[config.mk]
export PLATFORM = sky130hd
export DESIGN_NAME = secuenciador_sumres
export DESIGN_NICKNAME = d
export VERILOG_FILES = /design/src/rtl/sumres_pkg.sv /design/src/rtl/flags_sumres.sv /design/src/rtl/secuenciador_sumres.sv
export SDC_FILE = /design/constraint.sdc
export NUM_CORES = 1
export LEC_CHECK = 0
export ABC_CLOCK_PERIOD_IN_PS = 2400
export CAP_MARGIN = 25
export CELL_PAD_IN_SITES_DETAIL_PLACEMENT = 2
export CELL_PAD_IN_SITES_GLOBAL_PLACEMENT = 2
export CORE_MARGIN = 4
export CORE_UTILIZATION = 30
export CTS_BUF_LIST = sky130_fd_sc_hd__clkbuf_4 sky130_fd_sc_hd__clkbuf_8 sky130_fd_sc_hd__clkbuf_16
export DETAILED_ROUTE_END_ITERATION = 8
export PLACE_DENSITY = 0.81
export SETUP_SLACK_MARGIN = 0.4
export SYNTH_ARGS = -nofsm -noshare
export SYNTH_HDL_FRONTEND = slang
export SYNTH_HIERARCHICAL = 1
export SYNTH_SLANG_ARGS = --single-unit
[constraint.sdc]
create_clock -name clk -period 2.4 [get_ports clk]
set_clock_uncertainty 0.2 [all_clocks]
set_input_delay 0.72 -clock clk [delete_from_list [all_inputs] [get_ports clk]]
set_output_delay 0.72 -clock clk [all_outputs]
set_load 0.01 [all_outputs]
[src/rtl/sumres_pkg.sv]
// rtl/sumres_pkg.sv - shared types, widths and nibble drive helper for the add/sub sequencer
package sumres_pkg;

  typedef enum logic [1:0] {IDLE, RUN, DONE} state_e;

  localparam int NIB_W = 4;

  // The stage inverts B when Cin=1, so pre-invert to make it add beff+k either way.
  function automatic logic [NIB_W-1:0] nib_drive(input logic [NIB_W-1:0] beff, input logic k);
    return k ? ~beff : beff;
  endfunction

endpackage

[src/rtl/flags_sumres.sv]
// rtl/flags_sumres.sv - signed overflow and zero detection for the assembled result
module flags_sumres #(
  parameter int W = 8
) (
  input  logic         a_msb,
  input  logic         beff_msb,
  input  logic [W-1:0] res,
  output logic         ovf,
  output logic         zero
);

  assign ovf  = (a_msb == beff_msb) && (res[W-1] != a_msb);
  assign zero = (res == '0);

endmodule

[src/rtl/secuenciador_sumres.sv]
// rtl/secuenciador_sumres.sv - sequences a W-bit add/sub through an external 4-bit stage, LSN first
module secuenciador_sumres
  import sumres_pkg::*;
#(
  parameter int NIBBLES = 2
) (
  input  logic                     clk,
  input  logic                     rst,
  input  logic                     in_valid,
  output logic                     in_ready,
  input  logic [NIB_W*NIBBLES-1:0] in_a,
  input  logic [NIB_W*NIBBLES-1:0] in_b,
  input  logic                     in_sub,
  output logic [NIB_W-1:0]         nib_a,
  output logic [NIB_W-1:0]         nib_b,
  output logic                     nib_cin,
  input  logic [NIB_W-1:0]         nib_s,
  input  logic                     nib_cout,
  output logic                     out_valid,
  input  logic                     out_ready,
  output logic [NIB_W*NIBBLES-1:0] out_res,
  output logic                     out_carry,
  output logic                     out_ovf,
  output logic                     out_zero
);

  localparam int W     = NIB_W * NIBBLES;
  localparam int CNT_W = (NIBBLES > 2) ? 2 : 1;

  state_e             state_q, state_d;
  logic [CNT_W-1:0]   cnt_q, cnt_d;
  logic               k_q, k_d;
  logic [W-1:0]       a_q, a_d;
  logic [W-1:0]       beff_q, beff_d;
  logic [W-1:0]       acc_q, acc_d;
  logic               in_ready_q, in_ready_d;
  logic               out_valid_q, out_valid_d;
  logic [NIB_W-1:0]   nib_a_q, nib_a_d;
  logic [NIB_W-1:0]   nib_b_q, nib_b_d;
  logic               nib_cin_q, nib_cin_d;
  logic [W-1:0]       out_res_q, out_res_d;
  logic               out_carry_q, out_carry_d;
  logic               out_ovf_q, out_ovf_d;
  logic               out_zero_q, out_zero_d;

  logic [W-1:0]       acc_nxt;
  logic [W-1:0]       a_sh;
  logic [W-1:0]       beff_sh;
  logic [W-1:0]       beff_in;
  logic               flag_ovf;
  logic               flag_zero;

  // Accumulator is cleared on accept, so OR-ing in the current nibble is enough.
  assign acc_nxt = acc_q | (W'(nib_s) << (NIB_W * int'(cnt_q)));
  assign beff_in = in_sub ? ~in_b : in_b;

  flags_sumres #(.W(W)) u_flags (
    .a_msb    (a_q[W-1]),
    .beff_msb (beff_q[W-1]),
    .res      (acc_nxt),
    .ovf      (flag_ovf),
    .zero     (flag_zero)
  );

  always_comb begin
    state_d     = state_q;
    cnt_d       = cnt_q;
    k_d         = k_q;
    a_d         = a_q;
    beff_d      = beff_q;
    acc_d       = acc_q;
    in_ready_d  = in_ready_q;
    out_valid_d = out_valid_q;
    nib_a_d     = nib_a_q;
    nib_b_d     = nib_b_q;
    nib_cin_d   = nib_cin_q;
    out_res_d   = out_res_q;
    out_carry_d = out_carry_q;
    out_ovf_d   = out_ovf_q;
    out_zero_d  = out_zero_q;
    a_sh        = '0;
    beff_sh     = '0;

    case (state_q)
      IDLE: begin
        if (in_valid) begin
          a_d        = in_a;
          beff_d     = beff_in;
          k_d        = in_sub;
          cnt_d      = '0;
          acc_d      = '0;
          nib_a_d    = in_a[NIB_W-1:0];
          nib_b_d    = nib_drive(beff_in[NIB_W-1:0], in_sub);
          nib_cin_d  = in_sub;
          in_ready_d = 1'b0;
          state_d    = RUN;
        end
      end

      RUN: begin
        acc_d = acc_nxt;
        k_d   = nib_cout;
        if (cnt_q == CNT_W'(NIBBLES - 1)) begin
          out_res_d   = acc_nxt;
          out_carry_d = nib_cout;
          out_ovf_d   = flag_ovf;
          out_zero_d  = flag_zero;
          out_valid_d = 1'b1;
          nib_a_d     = '0;
          nib_b_d     = '0;
          nib_cin_d   = 1'b0;
          state_d     = DONE;
        end else begin
          // Pre-load the drive for the next nibble so the stage sees it right after this edge.
          a_sh      = a_q >> (NIB_W * (int'(cnt_q) + 1));
          beff_sh   = beff_q >> (NIB_W * (int'(cnt_q) + 1));
          cnt_d     = cnt_q + 1'b1;
          nib_a_d   = a_sh[NIB_W-1:0];
          nib_b_d   = nib_drive(beff_sh[NIB_W-1:0], nib_cout);
          nib_cin_d = nib_cout;
        end
      end

      DONE: begin
        if (out_ready) begin
          out_valid_d = 1'b0;
          in_ready_d  = 1'b1;
          state_d     = IDLE;
        end
      end

      default: begin
        state_d = IDLE;
      end
    endcase
  end

  always_ff @(posedge clk or posedge rst) begin
    if (rst) begin
      state_q     <= IDLE;
      cnt_q       <= '0;
      k_q         <= 1'b0;
      a_q         <= '0;
      beff_q      <= '0;
      acc_q       <= '0;
      in_ready_q  <= 1'b1;
      out_valid_q <= 1'b0;
      nib_a_q     <= '0;
      nib_b_q     <= '0;
      nib_cin_q   <= 1'b0;
      out_res_q   <= '0;
      out_carry_q <= 1'b0;
      out_ovf_q   <= 1'b0;
      out_zero_q  <= 1'b0;
    end else begin
      state_q     <= state_d;
      cnt_q       <= cnt_d;
      k_q         <= k_d;
      a_q         <= a_d;
      beff_q      <= beff_d;
      acc_q       <= acc_d;
      in_ready_q  <= in_ready_d;
      out_valid_q <= out_valid_d;
      nib_a_q     <= nib_a_d;
      nib_b_q     <= nib_b_d;
      nib_cin_q   <= nib_cin_d;
      out_res_q   <= out_res_d;
      out_carry_q <= out_carry_d;
      out_ovf_q   <= out_ovf_d;
      out_zero_q  <= out_zero_d;
    end
  end

  assign in_ready  = in_ready_q;
  assign out_valid = out_valid_q;
  assign nib_a     = nib_a_q;
  assign nib_b     = nib_b_q;
  assign nib_cin   = nib_cin_q;
  assign out_res   = out_res_q;
  assign out_carry = out_carry_q;
  assign out_ovf   = out_ovf_q;
  assign out_zero  = out_zero_q;

endmodule
# == Word level (Yosys, flattened, before mapping) ==
# Cells that the tools add are included.
# word_totals
ff_bits,49
inputBits,26
elab_cells,68
out_inout_bits,22
# op_classes
bitwise,4
muxes,26
eq_ne,7
shift,3
reduce_logical,12
n_addsub,2
# ops
cell,n
$shr A8 B32 Y4,1
$mux W4,6
$mux W8,2
$pmux W4 S2,2
$pmux W8 S2,1
$reduce_and A3 Y1,3
$logic_not A8 Y1,1
$not A4 Y4,2
$not A8 Y8,1
$or A8 B8 Y8,1
$pmux W1 S2,4
$shl A4 B3 Y8,1
$shr A8 B4 Y4,1
$mux W1,7
$mux W2,3
$ne A2 B2 Y1 const B,3
$pmux W2 S3,1
$reduce_and A2 Y1,3
$reduce_bool A2 Y1,3
$add A1 B1 Y2 const B,1
$eq A2 B1 Y1 const B,1
$eq A2 B2 Y1 const B,1
$logic_not A2 Y1,1
$add A1 B1 Y1 const B,1
3 further kinds,3

# == Logic depth before layout (Yosys ltp) ==
# Gate-level depths: netlist (run 1).
# depth
word_depth,6
mapped_depth,7

# == Modules after synthesis ==
# Netlist (run 1), hierarchy kept.
# by_module_without_submodules
mod,cells_per_inst,instances,area_per_inst_um2
secuenciador_sumres,168,1,1881.8
flags_sumres,6,1,35.0

# == Least setup slack after synthesis (run 1) ==
# OpenSTA, ideal clock, no wires.
# synth_timing
kind,input to register
startpoint,input nib_s[1]
endpoint,register out_zero_q (netlist: out_zero)
path_buffers,0
t_arrival_ns,1.683
path_slack_ns,0.453
setup_time_ns,0.064
stages,5
path_cell_list,a21oi_1 -> inv_1 -> or4_1 -> nor2_1 -> mux2_4
# synth_between
elab_chain_cells,3
# synth_rtl
item,line_no,source
"start, declared",secuenciador_sumres.sv:17,"input logic [NIB_W-1:0] nib_s,"
$shl A4 B3 Y8,secuenciador_sumres.sv:54,assign acc_nxt = acc_q | (W'(nib_s) << (NIB_W * int'(cnt_q)));
$or A8 B8 Y8,secuenciador_sumres.sv:54,
via acc_nxt[5],secuenciador_sumres.sv:46,logic [W-1:0] acc_nxt;
$logic_not A8 Y1,flags_sumres.sv:13,assign zero = (res == '0);
via flag_zero,secuenciador_sumres.sv:51,logic flag_zero;
"end signal, assigned",secuenciador_sumres.sv:170,out_zero_q <= out_zero_d;
"end, declared",secuenciador_sumres.sv:44,"logic out_zero_q, out_zero_d;"
# The timed path passes the listed nets, and every way through them passes these cells.
# A chain may end at the register's enable or synchronous reset.

# == Final worst setup path (run 1) ==
# layout_timing
startpoint,input nib_s[0]
endpoint,register out_zero_q (netlist: out_zero)
# Same word-level chain as after synthesis.

==> results of run 1 <==
[power by group through the flow]
stage | Sequential, mW | Combinational (mW) | Clock, mW
after global placement | 1.27 | 1.53 | 0
after CTS | 1.30 | 1.54 | 0.486
after floorplan | 1.27 | 0.973 | 0
after global routing | 1.34 | 1.84 | 0.525
after detailed placement | 1.29 | 1.59 | 0
final | 1.29 | 1.65 | 0.480
[cell usage in the layout (no fill, tap or decap), types with 2 or more instances in the layout]
master,n
dfrtp_1,38
dlygate4sd2_1,23
clkdlybuf4s50_1,21
a21oi_1,16
nor2_1,15
buf_4,14
inv_1,11
nand2_1,10
o21ai_0,7
mux2_4,6
mux2_2,6
clkbuf_8,6
o21ai_1,5
a21oi_2,4
xor2_1,4
nor3_1,4
nor4bb_1,4
xnor2_1,4
a21o_1,4
a221oi_1,3
a31oi_1,3
nand2b_1,2
dfrtp_2,2
clkbuf_2,2
buf_6,2
buf_12,2
or4_1,2
[through the flow]
stage | TNS [ns] | utilization, % | setup WS, ns | power [mW]
detailed placement | -0.133 | 41.0 | -0.133 | 2.89
global placement | -0.0315 | 41.0 | -0.0315 | 2.81
CTS | 0 | 42.7 | 0.337 | 3.33
floorplan | 0 | - | 0.453 | 2.24
finish | 0 | 43.7 | 0.426 | 3.42
global route | 0 | 43.7 | 0.376 | 3.71
[worst reg2reg max path, cell delays in order, from the launching register on]
cell and delay (ns):
dfrtp_2 0.44, buf_4 0.17, a21oi_2 0.15, inv_1 0.05, or4_1 0.53, nor2_1 0.16
mux2_4 0.17
[synth_stat cells (3+ instances only)]
| master | count | share of area, % |
|---|---|---|
| buf_6 | 4 | 2.3 |
| a21oi_1 | 20 | 5.2 |
| mux2_4 | 6 | 4.7 |
| o21ai_1 | 5 | 1.3 |
| a221oi_1 | 4 | 1.8 |
| nor2_1 | 15 | 2.9 |
| a21o_1 | 4 | 1.6 |
| o21ai_0 | 7 | 1.8 |
| a31oi_1 | 3 | 0.98 |
| dfrtp_1 | 40 | 52 |
| buf_4 | 3 | 1.2 |
| nand2_1 | 10 | 2.0 |
| nor3_1 | 4 | 1.0 |
| inv_1 | 13 | 2.5 |
| xor2_1 | 4 | 1.8 |
| nor4bb_1 | 4 | 2.1 |
| xnor2_1 | 4 | 1.8 |
| mux2_2 | 6 | 3.5 |
[final cells by class]
cell class              instances  area [µm²]
fillers                       654        3410
clock buffers                   7        90.1
well taps                      75        93.8
repair buffers                 65         599
multi-input cells             109         786
flip-flops and latches         41        1030
inverters                      13        52.6
[logic make-up (layout without fill, tap and decap cells)]
family                 Yosys count  count (layout)  share of synthesized area [%]
multiplexers                    12              12                           8.22
AND/OR/NAND/NOR                 43              43                           13.1
AO/OA/AOI/OAI                   46              46                           14.4
flip-flops                      41              41                           53.6
XOR/XNOR                         8               8                           3.65
buffers and inverters           24              85                           6.98
[what timing repair did]
item	4_1_cts	5_1_grt
setup buffers	3	5
setup endpoints to repair	24	12
resized for setup	33	10
cloned	0	0
pin swaps	5	4
[registers in the layout, indices dropped and copies added (netlist names)]
register	cells
out_ovf	1
nib_a	4
nib_cin	1
cnt_q	1
out_valid	1
out_carry	1
acc_q	8
state_q	2
in_ready	1
beff_q	4
out_zero	1
nib_b	4
a_q	4
out_res	8
[worst paths after layout]
check                                       end                  from  cells past startpoint
max                        out_zero$_DFFE_PP0P_              nib_s[0]                      6
min                        nib_a[2]$_DFFE_PP0P_  nib_a[2]$_DFFE_PP0P_                      2
max reg2reg                out_zero$_DFFE_PP0P_     cnt_q$_DFFE_PP0P_                      6
min reg2reg                nib_a[2]$_DFFE_PP0P_  nib_a[2]$_DFFE_PP0P_                      2
max in group asynchronous  in_ready$_DFFE_PP1P_                   rst                      3
min in group asynchronous    a_q[6]$_DFFE_PP0P_                   rst                      3
[per-layer routing]
layer	part of all wire [%]	global-route usage (%)	routed length [µm]	up-vias
met1	44	20.0	2410	783
met2	50	24.2	2750	36
met5	0	0	0	-
met3	4.1	3.76	221	4
li1	-	-	-	716
met4	1.3	4.18	69	0
==> metrics.csv, run 1 <==
metric,value,unit
grt_max_degree,42,
status,"complete, no violations",
synth_enable_flop_cells,0,
synth.avg_cell_area,11.0,µm²
swShare,38.5,%
worstPathMaxFanout,3,
p_leak,1.27,nW
pwr-share-clk,14.0,%
final_area,2650,µm²
port_buffers,47,
die_x,87.9,µm
period_share,82.3,%
internal_power,2.10,mW
ys_seq_area_share,53.6,%
via_per_inst,4.96,
postRouteAntennaNets,0,
drt_iter0_markers,54,
rsz0062_at_grt,no,
dp_hpwl,3670,µm
combPwrFrac,48.3,%
period_minus_slack,1.97,ns
p_sw,1.32,mW
layout.nets,261,
worstSkewPairLatency,0.30,ns
clkTransAtPathRegs,0.08,ns
yosys_register_bits,41,
gp_congestion,0.721,
coreArea,6060,µm²
syn2layout_area_growth,38.3,%
drv_slew,0,
cpPeakStageDelay,0.51,ns
post-route-drc-count,0,
start_util,31.6,%
htree_levels,2,
power_frac_seq,37.6,%
grt_pass1_wl,8810,µm
cts_tree,yes,
whs,0.288,ns
cap_viol_max_count,0,
synthDistinctLibCells,31,
clock-sinks,41,
track_usage,15.0,%
cts_buffers,5,
setup_viol,0,
path_class,input pin to flop,
worstHoldPathType,flop to flop,
synthCells,174,
num_antenna_cells,0,
drive_gt1_share,23.4,%
p_per_area,1290,nW/µm²
max_freq,0.506,GHz
grt_pass1_vias,1667,
critPathLaunchType,input pin,
r2r_slack,0.48,ns
fin_cells,310,
antenna_found_initial,0,
worstPathRequired,2.43,ns
worst_setup_path_end_kind,flop,
wl_per_cell,17.6,µm
die_h,87.9,µm
first_pass_iters,4,
ios,48,
dieArea,7730,µm²
dpl_cell_area,2480,µm²
crit_arrival,2.01,ns
tightest_slew,0.558,ns
syn_nets,200,
synth_warnings,6,
place_inst,295,
timing.slew.headroom,62.8,%
hold_viol,0,
vias,1539,
crit_slowest_cell,or4_1,
synthArstFlopShare,100,%
cts_root_buf,clkbuf_8,
cts_hold_buf,0,
grt.overflow.total,0,
ys.flop_type,dfrtp_1,
clockBufferDepth,2,
path_cells,clkdlybuf4s15_1 -> a21oi_2 -> inv_1 -> or4_1 -> nor2_1 -> mux2_4,
ir_drop,411,µV
wl,5450,µm
row_count,28,
cp_num_buf_inv,2,
syn_area,1920,µm²
crit_family,simple AND/OR/NAND/NOR gates,
No activity file was read; power rests on OpenSTA's default activity.
==> run 2: changes to the inputs <==
Settings changed: ABC_CLOCK_PERIOD_IN_PS 2400 to 1800, CORE_UTILIZATION 30 to 28, PLACE_DENSITY 0.81 to 0.8.
Clock period 2.4 ns to 1.8 ns, I/O delays scaled along.
==> run 2 against run 1 <==
Compared with the run above: the flow now finishes with violations (setup timing); largest cell class is now multi-input gates; highest routed layer unchanged; clock power up 56%; sequential power is 42% higher; register-to-register slack lost 0.53 ns; non-clock buffer count increased by 40; die area is 6.5% higher; worst setup slack got worse by 0.47 ns; critical path depth shrank 1; critical endpoint unchanged.
==> metrics.csv, run 2 (same netlist as run 1, synthesis figures left out) <==
metric,value,unit
setup_viol,1,
fin_ws,-0.0472,ns
p_total,6.78,mW
wl_per_cell,24.4,µm
vias,1767,
path_cells,inv_4 -> a21o_1 -> or4_4 -> nor2_2 -> mux2_4,
gp_congestion,0.791,
mostFrequentLayoutCells,"buf_4, dfrtp_1, clkdlybuf4s50_1, buf_6, buf_2",
clkTransAtPathRegs,0.10,ns
wl_met1,3710,µm
worstPathRequired,1.85,ns
cts_buffers,5,
internal_power,3.96,mW
die_h,90.7,µm
dr_wl_met2,4550,µm
first_pass_iters,4,
status,"complete, but fails checks",
start_util,29.5,%
hold_viol,0,
ir_drop,598,µV
clockBufferDepth,2,
swShare,41.6,%
worstSkewPairLatency,0.30,ns
final_common_cell,buf_4,
drv_slew,0,
cap_viol_max_count,0,
die_x,90.7,µm
worstPathMaxFanout,6,
grt_max_degree,28,
wl_met3,202,µm
port_buffers,47,
track_usage,18.8,%
wl,8630,µm
worstHoldPathType,input pin to async pin,
grt_pass1_vias,1937,
power_frac_seq,27.1,%
ff2ff_path_depth,5,
crit_arrival,1.89,ns
crit_family,simple AND/OR/NAND/NOR gates,
grt.overflow.total,0,
highest_layer,met4,
htree_levels,2,
worst_setup_path_end_kind,flop,
cts_root_buf,clkbuf_8,
dp_hpwl,4210,µm
drive_gt1_share,57.2,%
period_share,103,%
clock-sinks,41,
reg2reg_to,out_zero$_DFFE_PP0P_,
post-route-drc-count,0,
period_minus_slack,1.85,ns
crit_slowest_cell,or4_4,
combPwrFrac,61.9,%
fill_cells,631,
pwr-share-clk,11.1,%
timing.slew.headroom,76.7,%
p_leak,1.58,nW
post-place-ws,-0.523,ns
cpPeakStageDelay,0.54,ns
grt_pass1_wl,11900,µm
rsz0062_at_grt,yes,
ios,48,
cts_hold_buf,0,
row_count,29,
syn2layout_area_growth,76.8,%
r2r_slack,-0.05,ns
postRouteAntennaNets,0,
layout.nets,302,
num_antenna_cells,0,
cp_num_buf_inv,1,
p_sw,2.82,mW
violations,setup timing,
cts_tree,yes,
setup_tns,-0.0472,ns
drt_iter0_markers,47,
critPathLaunchType,flop,
antenna_found_initial,0,
whs,0.304,ns
tightest_slew,0.350,ns
path_class,flop to flop,
p_per_area,2000,nW/µm²
dieArea,8230,µm²
coreArea,6490,µm²
via_per_inst,5.01,
max_freq,0.541,GHz
reg2reg_from,cnt_q$_DFFE_PP0P_,
run 2: cell count changes in the layout (fill, tap and decap cells not counted), sizes merged:
| cell | change |
|---|---|
| buf | +62 |
| bufinv | +1 |
| dlygate4sd2 | -17 |
| clkbuf | -4 |
| nand3b | +1 |
| clkdlybuf4s50 | -3 |
| inv | +1 |
run 2: how the worst max path moves through the flow:
stage / start / end / cells after the start
after floorplan: cnt_q$_DFFE_PP0P_ / out_zero$_DFFE_PP0P_ / 6
after global placement: nib_s[1] / out_zero$_DFFE_PP0P_ / 6
after detailed placement: nib_s[1] / out_zero$_DFFE_PP0P_ / 6
after CTS: cnt_q$_DFFE_PP0P_ / out_zero$_DFFE_PP0P_ / 6
after global routing: nib_s[0] / out_zero$_DFFE_PP0P_ / 6
final: cnt_q$_DFFE_PP0P_ / out_zero$_DFFE_PP0P_ / 5
run 2: stage by stage:
stage                     area (µm²)  utilization (%)  std cells
after floorplan                 1970                -        174
after global placement          2590             39.9        306
after detailed placement        2590             39.9        306
after CTS                       3020             46.5        338
after global routing            3390             52.2        353
final                           3390             52.2        353
run 2: layout make-up:
type	instances	area [µm²]	share of cell area (%)
flip-flops and latches	41	1030	30.4
multi-input cells	110	1160	34.2
well taps	77	96.3	2.84
clock buffers	5	68.8	2.03
repair buffers	105	943	27.8
inverters	13	55.1	1.62
clock inverters	2	35.0	1.03
run 2: routing by layer:
metal	up-vias	global-route usage, %
li1	805	-
met1	914	23.9
met2	40	32.6
met3	8	2.50
met4	0	6.25
met5	-	0
run 2: power groups by stage:
stage | logic [mW] | registers, mW | clock network (mW)
finish | 4.19 | 1.83 | 0.750
global route | 4.43 | 1.89 | 0.801
floorplan | 1.35 | 1.71 | 0
detailed placement | 2.36 | 1.72 | 0
global placement | 2.27 | 1.69 | 0
CTS | 3.13 | 1.74 | 0.739
run 2: timing repair:
action | CTS | global route
setup buffers | 24 | 15
gates cloned | 1 | 0
endpoints found under the setup margin | 62 | 61
pin swaps | 11 | 19
gates resized for setup | 158 | 50
